### src/rtl/apu_pkg.sv
`default_nettype none
// ============================================================================
// Module   : apu_pkg
// Purpose  : Shared APU constants: register offsets, widths, length table.
// Revision : 1.0
// ============================================================================
package apu_pkg;

    localparam int TRI_TIMER_W = 11;
    localparam int TRI_LIN_W   = 7;
    localparam int APU_LEN_W   = 8;

    localparam logic [1:0] TRI_CTRL = 2'd0;
    localparam logic [1:0] TRI_LO   = 2'd2;
    localparam logic [1:0] TRI_HI   = 2'd3;

    // Indexed by the 5-bit length index written to the channel's high register
    localparam logic [7:0] LENGTH_TABLE [32] = '{
        8'd10,  8'd254, 8'd20,  8'd2,   8'd40,  8'd4,   8'd80,  8'd6,
        8'd160, 8'd8,   8'd60,  8'd10,  8'd14,  8'd12,  8'd26,  8'd14,
        8'd12,  8'd16,  8'd24,  8'd18,  8'd48,  8'd20,  8'd96,  8'd22,
        8'd192, 8'd24,  8'd72,  8'd26,  8'd16,  8'd28,  8'd32,  8'd30
    };

endpackage
`default_nettype wire

### src/rtl/apu_triangle_timer_if.sv
`default_nettype none
// ============================================================================
// Module   : apu_triangle_timer_if
// Purpose  : CPU register bus, frame ticks and status outputs of the triangle timer.
// Revision : 1.0
// ============================================================================
interface apu_triangle_timer_if;
    logic       reg_wr;
    logic [1:0] reg_addr;
    logic [7:0] reg_data;
    logic       chan_en;
    logic       quarter_tick;
    logic       half_tick;
    logic       seq_clk;
    logic       len_active;
    logic       lin_active;

    modport master (
        output reg_wr, reg_addr, reg_data, chan_en, quarter_tick, half_tick,
        input  seq_clk, len_active, lin_active
    );

    modport slave (
        input  reg_wr, reg_addr, reg_data, chan_en, quarter_tick, half_tick,
        output seq_clk, len_active, lin_active
    );
endinterface
`default_nettype wire

### src/rtl/apu_length_counter.sv
`default_nettype none
// ============================================================================
// Module   : apu_length_counter
// Purpose  : Channel length counter with load, halt, enable and half-frame decrement.
// Revision : 1.0
// ============================================================================
module apu_length_counter #(
    parameter int LEN_W = 8
) (
    input  logic             clk,
    input  logic             rst_n,
    input  logic             en,
    input  logic             load,
    input  logic [LEN_W-1:0] load_val,
    input  logic             halt,
    input  logic             tick,
    output logic             active
);

    logic [LEN_W-1:0] count_q;
    logic [LEN_W-1:0] count_d;

    // Disable dominates; a load on a tick cycle suppresses that tick's decrement
    always_comb begin
        count_d = count_q;
        if (!en) begin
            count_d = '0;
        end else if (load) begin
            count_d = load_val;
        end else if (tick && !halt && (count_q != '0)) begin
            count_d = count_q - 1'b1;
        end
    end

    always_ff @(posedge clk or negedge rst_n) begin
        if (!rst_n) begin
            count_q <= '0;
        end else begin
            count_q <= count_d;
        end
    end

    assign active = (count_q != '0);

endmodule
`default_nettype wire

### src/rtl/apu_triangle_timer.sv
`default_nettype none
// ============================================================================
// Module   : apu_triangle_timer
// Purpose  : Triangle channel registers, period timer and linear/length gating of seq_clk.
// Revision : 1.0
// ============================================================================
module apu_triangle_timer
    import apu_pkg::*;
#(
    parameter int TIMER_W = TRI_TIMER_W,
    parameter int LIN_W   = TRI_LIN_W,
    parameter int LEN_W   = APU_LEN_W
) (
    input  logic                 cpu_clk,
    input  logic                 reset,
    apu_triangle_timer_if.slave  bus
);

    logic               ctrl_q,        ctrl_d;
    logic [LIN_W-1:0]   lin_reload_q,  lin_reload_d;
    logic [TIMER_W-1:0] period_q,      period_d;
    logic [TIMER_W-1:0] timer_q,       timer_d;
    logic [LIN_W-1:0]   linear_q,      linear_d;
    logic               reload_flag_q, reload_flag_d;
    logic               seq_clk_q,     seq_clk_d;

    logic wr_ctrl, wr_lo, wr_hi;
    logic len_active;

    assign wr_ctrl = bus.reg_wr && (bus.reg_addr == TRI_CTRL);
    assign wr_lo   = bus.reg_wr && (bus.reg_addr == TRI_LO);
    assign wr_hi   = bus.reg_wr && (bus.reg_addr == TRI_HI);

    always_comb begin
        ctrl_d        = ctrl_q;
        lin_reload_d  = lin_reload_q;
        period_d      = period_q;
        timer_d       = timer_q;
        linear_d      = linear_q;
        reload_flag_d = reload_flag_q;
        seq_clk_d     = seq_clk_q;

        if (wr_ctrl) begin
            ctrl_d       = bus.reg_data[7];
            lin_reload_d = bus.reg_data[LIN_W-1:0];
        end
        if (wr_lo) begin
            period_d[7:0] = bus.reg_data;
        end
        if (wr_hi) begin
            period_d[TIMER_W-1:8] = bus.reg_data[TIMER_W-9:0];
        end

        // Reload uses the pre-write period; periods 0/1 are ultrasonic and stay muted
        if (timer_q == '0) begin
            timer_d = period_q;
            if (len_active && (linear_q != '0) && (period_q >= TIMER_W'(2))) begin
                seq_clk_d = ~seq_clk_q;
            end
        end else begin
            timer_d = timer_q - 1'b1;
        end

        if (bus.quarter_tick) begin
            if (reload_flag_q) begin
                linear_d = lin_reload_q;
            end else if (linear_q != '0) begin
                linear_d = linear_q - 1'b1;
            end
            if (!ctrl_q) begin
                reload_flag_d = 1'b0;
            end
        end
        // A high-register write re-arms the reload even on a tick cycle
        if (wr_hi) begin
            reload_flag_d = 1'b1;
        end
    end

    always_ff @(posedge cpu_clk or negedge reset) begin
        if (!reset) begin
            ctrl_q        <= 1'b0;
            lin_reload_q  <= '0;
            period_q      <= '0;
            timer_q       <= '0;
            linear_q      <= '0;
            reload_flag_q <= 1'b0;
            seq_clk_q     <= 1'b0;
        end else begin
            ctrl_q        <= ctrl_d;
            lin_reload_q  <= lin_reload_d;
            period_q      <= period_d;
            timer_q       <= timer_d;
            linear_q      <= linear_d;
            reload_flag_q <= reload_flag_d;
            seq_clk_q     <= seq_clk_d;
        end
    end

    apu_length_counter #(
        .LEN_W (LEN_W)
    ) u_length (
        .clk      (cpu_clk),
        .rst_n    (reset),
        .en       (bus.chan_en),
        .load     (wr_hi),
        .load_val (LEN_W'(LENGTH_TABLE[bus.reg_data[7:3]])),
        .halt     (ctrl_q),
        .tick     (bus.half_tick),
        .active   (len_active)
    );

    assign bus.seq_clk    = seq_clk_q;
    assign bus.len_active = len_active;
    assign bus.lin_active = (linear_q != '0);

endmodule
`default_nettype wire

### src/flat_wrapper.sv
// flat-port wrapper written by rule: the top's interface ports become plain ports
module apu_triangle_timer_flat import apu_pkg::*;
#(
    parameter int TIMER_W = TRI_TIMER_W,
    parameter int LIN_W   = TRI_LIN_W,
    parameter int LEN_W   = APU_LEN_W
)
  (cpu_clk, reset, bus_reg_wr, bus_reg_addr, bus_reg_data, bus_chan_en, bus_quarter_tick, bus_half_tick, bus_seq_clk, bus_len_active, bus_lin_active);
  apu_triangle_timer_if bus_i ();
  input  logic cpu_clk;
  input  logic reset;
  input wire logic [$bits(bus_i.reg_wr)-1:0] bus_reg_wr;
  input wire logic [$bits(bus_i.reg_addr)-1:0] bus_reg_addr;
  input wire logic [$bits(bus_i.reg_data)-1:0] bus_reg_data;
  input wire logic [$bits(bus_i.chan_en)-1:0] bus_chan_en;
  input wire logic [$bits(bus_i.quarter_tick)-1:0] bus_quarter_tick;
  input wire logic [$bits(bus_i.half_tick)-1:0] bus_half_tick;
  output wire logic [$bits(bus_i.seq_clk)-1:0] bus_seq_clk;
  output wire logic [$bits(bus_i.len_active)-1:0] bus_len_active;
  output wire logic [$bits(bus_i.lin_active)-1:0] bus_lin_active;
  assign bus_i.reg_wr = bus_reg_wr;
  assign bus_i.reg_addr = bus_reg_addr;
  assign bus_i.reg_data = bus_reg_data;
  assign bus_i.chan_en = bus_chan_en;
  assign bus_i.quarter_tick = bus_quarter_tick;
  assign bus_i.half_tick = bus_half_tick;
  assign bus_seq_clk = bus_i.seq_clk;
  assign bus_len_active = bus_i.len_active;
  assign bus_lin_active = bus_i.lin_active;
  apu_triangle_timer #(.TIMER_W(TIMER_W), .LIN_W(LIN_W), .LEN_W(LEN_W)) u_core (.cpu_clk(cpu_clk), .reset(reset), .bus(bus_i));
endmodule
### config.mk
export PLATFORM = sky130hd
export DESIGN_NAME = apu_triangle_timer_flat
export DESIGN_NICKNAME = d
export VERILOG_FILES = /design/src/rtl/apu_pkg.sv /design/src/rtl/apu_triangle_timer_if.sv /design/src/rtl/apu_length_counter.sv /design/src/rtl/apu_triangle_timer.sv /design/src/flat_wrapper.sv
export SDC_FILE = /design/constraint.sdc
export NUM_CORES = 1
export LEC_CHECK = 0
export ABC_CLOCK_PERIOD_IN_PS = 2400
export CORE_ASPECT_RATIO = 0.7
export CORE_MARGIN = 8
export CORE_UTILIZATION = 55
export CTS_CLUSTER_DIAMETER = 100
export DETAILED_ROUTE_END_ITERATION = 12
export PLACE_DENSITY = 0.75
export SYNTH_ARGS = -nofsm -noshare
export SYNTH_HDL_FRONTEND = slang
export SYNTH_SLANG_ARGS = --single-unit
### constraint.sdc
create_clock -name cpu_clk -period 2.4 [get_ports cpu_clk]
set_input_delay 0.24 -clock cpu_clk [delete_from_list [all_inputs] [get_ports cpu_clk]]
set_output_delay 0.24 -clock cpu_clk [all_outputs]
set_load 0.05 [all_outputs]
# ---- Word level (Yosys, flattened, before mapping)
# Memories as Yosys holds them, arrays and structs flattened.
# Cells that the tools add are included.
dict set report totals {
  register_bits 47
  romBits 256
  inputBits 16
  output_inout_bits 3
  elab_cells 49
  memories 1
}
# name depth word_bits read_ports rd_ports_with_merged_regs wr line_no
set memory_table {}
lappend memory_table {{(name not given)} 32 8 1 0 0 apu_triangle_timer.sv:107} ;# .load_val (LEN_W'(LENGTH_TABLE[bus.reg_data[7:3]])),
dict set report classes {
  n_addsub 3
  order_cmp 2
  n_eq_ne 4
  n_mux 11
  bitwise 2
  reduce_logical 17
}
# operator count
set op_table {}
lappend op_table {{$mux W8} 5}
lappend op_table {{$mux W7} 2}
lappend op_table {{$ge A11 B2 Y1 const B} 1}
lappend op_table {{$logic_not A11 Y1} 1}
lappend op_table {{$mux W11} 1}
lappend op_table {{$sub A11 B1 Y11 const B} 1}
lappend op_table {{$reduce_bool A8 Y1} 1}
lappend op_table {{$sub A8 B1 Y8 const B} 1}
lappend op_table {{$logic_and A1 B1 Y1} 7}
lappend op_table {{$reduce_bool A7 Y1} 1}
lappend op_table {{$sub A7 B1 Y7 const B} 1}
lappend op_table {{$ge A6 B6 Y1 const B} 1}
lappend op_table {{$not A5 Y6} 1}
lappend op_table {{$reduce_and A2 Y1} 3}
lappend op_table {{$eq A2 B2 Y1 const B} 2}
lappend op_table {{$reduce_bool A2 Y1} 2}
lappend op_table {{$mux W1} 3}
lappend op_table {{$ne A3 B1 Y1 const B} 1}
lappend op_table {{$logic_not A2 Y1} 1}
lappend op_table {{$ne A2 B2 Y1 const B} 1}
lappend op_table {{$logic_not A1 Y1} 1}
lappend op_table {{$not A1 Y1} 1}

# ---- Longest topological paths before layout
# Gate-level depths: netlist (run 1).
dict set report logic_depth {
  depth_word 6
  mapped_depth 7
  depth_no_buf 6
}

# ---- Modules after synthesis
# From an unflattened synthesis (run 1), not the netlist that was laid out.
dict set report unflattened {
  hier_cells 287
  area_unflattened_um2 2686.3
}
# mod n_inst cells_each area_per_inst_um2 seq_area_each_um2
set by_module_without_submodules {}
lappend by_module_without_submodules {apu_triangle_timer 1 226 2159.6 975.9}
lappend by_module_without_submodules {apu_length_counter 1 61 526.8 200.2}

# ---- Least setup slack after synthesis (run 1)
# Ideal clock, no wire load.
dict set report synth_timing {
  path_kind {reg2reg}
  from {register u_core.linear_q[3]}
  to {register u_core.linear_q[2]}
  setup_ns 0.142
  t_arrival_ns 1.669
  t_required_ns 2.258
  setup_slack_ns 0.590
  stages_incl_launch_ff 5
  path_buffers 0
  period_less_slack_ns 1.810
  cell_sequence {dfrtp_1 nor3_2 nand3_1 a31oi_1 o221ai_1}
}
dict set report synth_between {
  elab_chain_cells 3
}
# element line_no
set synth_rtl {}
lappend synth_rtl {{from (decl)} apu_triangle_timer.sv:23} ;# logic [LIN_W-1:0] linear_q, linear_d;
lappend synth_rtl {{from (signal assigned)} apu_triangle_timer.sv:94} ;# linear_q <= linear_d;
lappend synth_rtl {{$reduce_bool A7 Y1} n/a}
lappend synth_rtl {{named net bus_lin_active} flat_wrapper.sv:20} ;# output wire logic [$bits(bus_i.lin_active)-1:0] bus_lin_active;
lappend synth_rtl {{$reduce_bool A2 Y1 (no source line)} n/a}
lappend synth_rtl {{$reduce_and A2 Y1 (no source line)} n/a}
# The timed path passes the listed nets, and every way through them passes these cells.
# A chain may end at the register's enable or synchronous reset.

# ---- Worst setup path after layout (run 1)
dict set report layout_timing {
  from {register u_core.linear_q[0]}
  to {output bus_lin_active}
}
dict set report layout_between {
  elab_chain_cells 1
}
# element line_no
set layout_rtl {}
lappend layout_rtl {{$reduce_bool A7 Y1} apu_triangle_timer.sv:115} ;# assign bus.lin_active = (linear_q != '0);
lappend layout_rtl {{to (decl)} flat_wrapper.sv:20}
# Every way passes these cells.

==> flow_metrics.py, run 1 <==
metrics = {
    "status": {
        "outcome": "completed",
    },
    "timing": {
        "whs_ps": 408.1,
        "hold_viol_final": 0,
        "final.setup_skew_ps": 5.602,
        "period_needed_ps": 2255,
        "rsz0062_at_grt": "false",
        "tightest_slew_ps": 501.2,
        "period_share_pct": 93.96,
        "max_freq_mhz": 443.4,
        "setup_violations": 0,
        "relSlewSlack_pct": 66.53,
        "slew_violations": 0,
        "finalSetupTns_ps": 0,
    },
    "route": {
        "ant_nets": 0,
        "drt-vias-per-instance": 5.696,
        "wl_um": 6094,
        "drt_iter0_drc": 118,
        "drcViolationCount": 0,
        "drt-pass1-iter-count": 4,
        "vias": 2176,
        "post_drt_wl_per_cell_um": 15.95,
    },
    "power": {
        "ir_worst_vdd_v": 0.0004788,
        "power_density_nw_per_um2": 912.7,
        "comb_power_share_pct": 37.3,
        "p_seq_share_pct": 46.2,
        "p_switching_w": 0.001118,
        "p_clk_share_pct": 16.5,
        "switching_share_pct": 38.77,
        "internal_power_w": 0.001766,
        "p_leak_nw": 1.388,
    },
    "logic_synthesis": {
        "synthArstFlopShare_pct": 100.0,
        "synth-seq-cells": 47,
        "synth_cell_types": 56,
        "yosys_warnings": 0,
        "synthFlopType": "dfrtp_1",
        "synth_nets": 312,
        "syn_area_per_cell_um2": 9.663,
        "synth-edff-count": 0,
        "synthCells": 285,
        "synth_area_um2": 2754,
        "seq_area_frac_synth_pct": 42.71,
    },
    "floorplanning": {
        "core_um2": 4808,
        "io_pins": 19,
        "fp-row-count": 21,
        "die_w_um": 100.6,
        "die_y_um": 75.20,
        "start_util_pct": 57.27,
        "dieArea_um2": 7563,
    },
    "global_routing": {
        "grt_pass1_vias": 2078,
        "antenna_found_initial": 0,
        "grt_pass1_wl_um": 10460,
        "grt-ovfl-total": 0,
        "grtUsageTotal_pct": 17.85,
        "grt_start_max_net_pins": 19,
    },
    "job": {
        "cap_violations": 0,
    },
    "placement": {
        "routabilityCongestion": 0.9060,
        "dp_hpwl_um": 4713,
        "portBuffers": 18,
        "place_area_um2": 3062,
        "placedCellCount": 373,
    },
    "setup_path": {
        "critical_path.cell_chain": "inv_1 > ha_1 > nand3_1 > clkdlybuf4s50_1",
        "crit_fanout": 4,
        "cp_data_required_time_ps": 2160,
        "start_kind": "register",
        "path_class": "register to primary output",
        "r2r_setup_slack_ps": 560,
        "end_kind": "primary output",
        "reg2reg_from": "u_core.u_length.count_q[0]",
        "rr_endpoint": "u_core.u_length.count_q[3]",
        "cpMaxStageDelayCell": "clkdlybuf4s50_1",
        "cp_slowest_stage_delay_ps": 840,
        "crit_family": "buffers and inverters",
        "worst-path-buf-inv": 2,
        "crit_arrival_ps": 2020,
        "reg2regPathDepth": 6,
    },
    "finish": {
        "area_growth_pct": 14.72,
        "register_area_um2": 1176,
        "final_cell_mix": "47 x dfrtp_1, 29 x nand2_1, 25 x nor2_1, 17 x o21ai_0",
        "fin_cells": 382,
        "antenna_cells": 0,
        "multi_input_area_um2": 1474,
        "layout_commonest_cell": "dfrtp_1",
        "n_fill_cell": 376,
        "nets": 339,
        "final_area_um2": 3159,
        "drive_gt1_share_pct": 14.38,
    },
    "clock_tree": {
        "clk_latency_ps": 310,
        "cts_tree": "built",
        "path_clk_slew_ps": 90,
        "cts_buffer_depth": 2,
        "post_cts.repair.setup_buffers": 0,
        "cts_max_level": 2,
        "cts_root_buffer": "clkbuf_8",
        "clock_sinks": 47,
        "cts_buffers": 5,
    },
    "worst_hold_path": {
        "hp-class": "primary input to asynchronous set/reset pin",
    },
}
what timing repair did:
item | in CTS | in global routing
hold buffers | 1 | 0
resized for setup | 0 | 1
hold endpoints to repair | 16 | 0
endpoints found under the setup margin | 0 | 1
cells in the mapped netlist (all sizes together), types with 2 or more instances:
master,number,area share [%]
a211oi,2,0.55
a21o,2,0.55
a21oi,11,2.0
a31oi,4,0.91
buf,2,0.36
clkbuf,9,1.2
dfrtp,47,43
ha,11,5.0
inv,16,2.2
mux2,14,5.7
mux2i,3,1.1
nand2,29,4.0
nand2b,3,0.68
nand3,9,1.6
nand3b,5,1.4
nand4,4,0.91
nand4b,2,0.64
nor2,25,3.4
nor2b,7,1.6
nor3,6,2.1
nor3b,2,0.91
nor4,3,0.91
nor4b,3,1.2
o2111ai,3,1.2
o211a,3,1.1
o211ai,3,0.82
o21ai,17,3.1
o22ai,3,0.68
o311a,2,0.73
o31ai,2,0.55
or3,4,0.91
xnor2,8,2.5
xor2,4,1.3
cells by family after synthesis:
logic type,share of synthesized area [%]
xor gates and xnor gates,3.816
AOI/OAI and AO/OA,15.90
adders and majority gates,4.998
buffers and inverters,3.771
and+or+nand+nor,21.99
DFF,42.71
muxes,6.815
state kept, by name (all words and copies together) (netlist names):
name	cells
u_core.bus.seq_clk	1
u_core.reload_flag_q	1
u_core.u_length.count_q	8
u_core.linear_q	7
u_core.timer_q	11
u_core.lin_reload_q	7
u_core.ctrl_q	1
u_core.period_q	11
cell type report:
class / instances / area share [%]
Sequential cell: 47 / 37.23
Multi-Input combinational cell: 211 / 46.65
Tap cell: 69 / 2.733
Timing Repair Buffer: 31 / 8.792
Clock inverter: 2 / 0.3960
Inverter: 16 / 1.901
Clock buffer: 6 / 2.297
worst max path at each step:
stage                                     from            endpoint  slack (ps)  cells past startpoint
finish                      u_core.linear_q[0]      bus_lin_active         140                      4
CTS                 u_core.u_length.count_q[0]      bus_len_active          20                      5
floorplan                   u_core.linear_q[3]  u_core.linear_q[2]         590                      4
global route                u_core.linear_q[0]      bus_lin_active          20                      4
detailed placement  u_core.u_length.count_q[0]      bus_len_active         360                      5
global placement    u_core.u_length.count_q[0]      bus_len_active         400                      5
stage by stage:
| stage | setup WS [ps] | util [%] | total power (W) |
|---|---|---|---|
| final | 144.9 | 65.70 | 0.002884 |
| after global routing | 15.13 | 65.70 | 0.003095 |
| after CTS | 18.85 | 65.65 | 0.002892 |
| after detailed placement | 357.2 | 63.67 | 0.002417 |
| after global placement | 400.1 | 63.67 | 0.002379 |
| after floorplan | 589.6 | - | 0.002075 |
routing by layer:
layer	track usage [%]	wire, µm	up-vias
li1	-	-	1085
met1	26.29	3201	1039
met2	25.26	2571	46
met3	3.509	255	6
met4	5.833	67	0
met5	0	0	-
power groups by stage:
stage | Combinational [W] | Clock [W] | Sequential (W)
5_1_grt | 0.00120 | 0.000524 | 0.00137
6_report | 0.00108 | 0.000475 | 0.00133
3_5_place_dp | 0.00107 | 0 | 0.00134
3_3_place_gp | 0.00105 | 0 | 0.00133
2_1_floorplan | 0.000782 | 0 | 0.00129
4_1_cts | 0.00108 | 0.000484 | 0.00133
No activity file was read; power rests on OpenSTA's default activity.
==> inputs of run 2 (changes only) <==
--- a/config.mk
+++ b/config.mk
@@ -11,7 +11,7 @@
 export CORE_UTILIZATION = 55
 export CTS_CLUSTER_DIAMETER = 100
 export DETAILED_ROUTE_END_ITERATION = 12
-export PLACE_DENSITY = 0.75
+export PLACE_DENSITY = 0.77
 export SYNTH_ARGS = -nofsm -noshare
 export SYNTH_HDL_FRONTEND = slang
 export SYNTH_SLANG_ARGS = --single-unit
==> run 2 against run 1 <==
  * Die area stayed put
  * Maximum frequency is 4.2% higher
  * First-iteration DRC count up 58%
  * Register-to-register slack worse by 50 ps
  * Critical endpoint is now bus_len_active
  * Total power shrank 0.95%
  * Count of clock-buffer cells in the layout did not move
  * Largest power group unchanged
  * Worst setup slack gained 91 ps
  * Non-clock buffer count is 2 lower
  * Worst hold slack worse by 11 ps
  * Flip-flop and latch count is the same
  * Critical path type unchanged
==> flow_metrics.py, run 2 (synthesized netlist as in run 1, its figures left out) <==
metrics = {
    "route": {
        "post_drt_wl_per_cell_um": 16.64,
        "drt-pass1-iter-count": 4,
        "drt_iter0_drc": 187,
        "drcViolationCount": 0,
        "drt-vias-per-instance": 5.847,
        "ant_nets": 0,
        "vias": 2222,
        "wl_um": 6325,
    },
    "power": {
        "power_density_nw_per_um2": 908.8,
        "p_switching_w": 0.001121,
        "internal_power_w": 0.001736,
        "ir_worst_vdd_v": 0.0004118,
        "p_clk_share_pct": 16.4,
        "comb_power_share_pct": 37.1,
        "p_leak_nw": 1.372,
        "p_seq_share_pct": 46.5,
        "switching_share_pct": 39.24,
    },
    "timing": {
        "slew_violations": 0,
        "tightest_slew_ps": 540.3,
        "hold_viol_final": 0,
        "setup_violations": 0,
        "period_needed_ps": 2164,
        "max_freq_mhz": 462.2,
        "finalSetupTns_ps": 0,
        "rsz0062_at_grt": "false",
        "relSlewSlack_pct": 63.70,
        "period_share_pct": 90.15,
        "final.setup_skew_ps": 6.471,
    },
    "floorplanning": {
        "core_um2": 4808,
        "start_util_pct": 57.27,
        "io_pins": 19,
        "fp-row-count": 21,
        "dieArea_um2": 7563,
        "die_y_um": 75.20,
        "die_w_um": 100.6,
    },
    "clock_tree": {
        "cts_buffers": 5,
        "cts_tree": "built",
        "clk_latency_ps": 300,
        "cts_buffer_depth": 2,
        "cts_max_level": 2,
        "clock_sinks": 47,
        "cts_root_buffer": "clkbuf_8",
        "path_clk_slew_ps": 90,
    },
    "finish": {
        "layout_commonest_cell": "dfrtp_1",
        "area_growth_pct": 14.13,
        "n_fill_cell": 413,
        "fin_util_pct": 65.37,
        "final_cell_mix": "47 x dfrtp_1, 29 x nand2_1, 25 x nor2_1, 17 x o21ai_0, 16 x inv_1",
        "biggestRegsByFlops": "u_core.period_q (11), u_core.timer_q (11), u_core.u_length.count_q (8)",
        "drive_gt1_share_pct": 13.83,
        "nets": 337,
        "antenna_cells": 0,
    },
    "global_routing": {
        "grt_start_max_net_pins": 33,
        "grt-ovfl-total": 0,
        "grt_pass1_vias": 2165,
        "grt_pass1_wl_um": 10940,
        "grtUsageTotal_pct": 18.47,
        "antenna_found_initial": 0,
    },
    "setup_path": {
        "reg2reg_from": "u_core.u_length.count_q[0]",
        "crit_fanout": 4,
        "cp_data_required_time_ps": 2160,
        "path_class": "register to primary output",
        "start_kind": "register",
        "crit_arrival_ps": 1920,
        "critPathLaunch": "u_core.u_length.count_q[0]",
        "r2r_setup_slack_ps": 510,
        "end_kind": "primary output",
    },
    "placement": {
        "dp_hpwl_um": 4816,
        "portBuffers": 18,
        "routabilityCongestion": 0.8949,
    },
    "worst_hold_path": {
        "hp-class": "primary input to asynchronous set/reset pin",
    },
    "job": {
        "cap_violations": 0,
    },
    "status": {
        "outcome": "completed",
    },
}
-- run 2: worst paths after layout --
check | to | depth (start not counted)
worst max-delay path | bus_len_active | 5
worst min-delay path | u_core.period_q[0] | 2
worst max register to register | u_core.u_length.count_q[2] | 6
worst min register to register | u_core.bus.seq_clk | 1
max in group asynchronous | u_core.u_length.count_q[5] | 3
min in group cpu_clk | u_core.bus.seq_clk | 1
-- run 2: worst max-delay path, cell delays in order (launching register included) --
cell and delay (ps):
dfrtp_1 430, inv_1 100, ha_1 190, nor4b_2 300, nand2_1 130, dlygate4sd2_1 460
-- run 2: repair_timing --
item	CTS	global route
hold buffers	1	0
endpoints found under the setup margin	1	1
hold endpoints to repair	15	0
resized for setup	1	1
setup buffers	0	0
-- run 2: per-stage QoR --
step | instance area, µm² | worst slack [ps] | power [W] | std cells | hold WS (ps)
after floorplan | 2754 | 589.6 | 0.002075 | 285 | -55.59
after global placement | 3047 | 374.1 | 0.002340 | 371 | 166.1
after detailed placement | 3047 | 299.9 | 0.002392 | 371 | 185.6
after CTS | 3141 | 74.67 | 0.002859 | 380 | 390.8
after global routing | 3143 | 162.8 | 0.003073 | 380 | 405.0
final | 3143 | 236.3 | 0.002856 | 380 | 396.6
-- run 2: per-layer routing --
metal	share of wire [%]	up-vias	track usage (%)
li1	-	1073	-
met1	50	1088	25.54
met2	45	54	29.23
met3	3.7	7	3.232
met4	0.95	0	4.833
met5	0	-	0
-- run 2: area by class of cell --
class | instances | area (µm²) | share of cell area (%)
Multi-Input combinational cell | 211 | 1474 | 46.89
Sequential cell | 47 | 1176 | 37.42
Timing Repair Buffer | 29 | 261.5 | 8.320
Tap cell | 69 | 86.33 | 2.747
Clock buffer | 6 | 72.57 | 2.309
Inverter | 16 | 60.06 | 1.911
Clock inverter | 2 | 12.51 | 0.3981
-- run 2: power groups by stage --
stage | Combinational [W] | Sequential [W] | Clock (W)
3_3_place_gp | 0.00102 | 0.00132 | 0
3_5_place_dp | 0.00105 | 0.00134 | 0
4_1_cts | 0.00106 | 0.00132 | 0.000480
5_1_grt | 0.00119 | 0.00137 | 0.000519
2_1_floorplan | 0.000782 | 0.00129 | 0
6_report | 0.00106 | 0.00133 | 0.000469
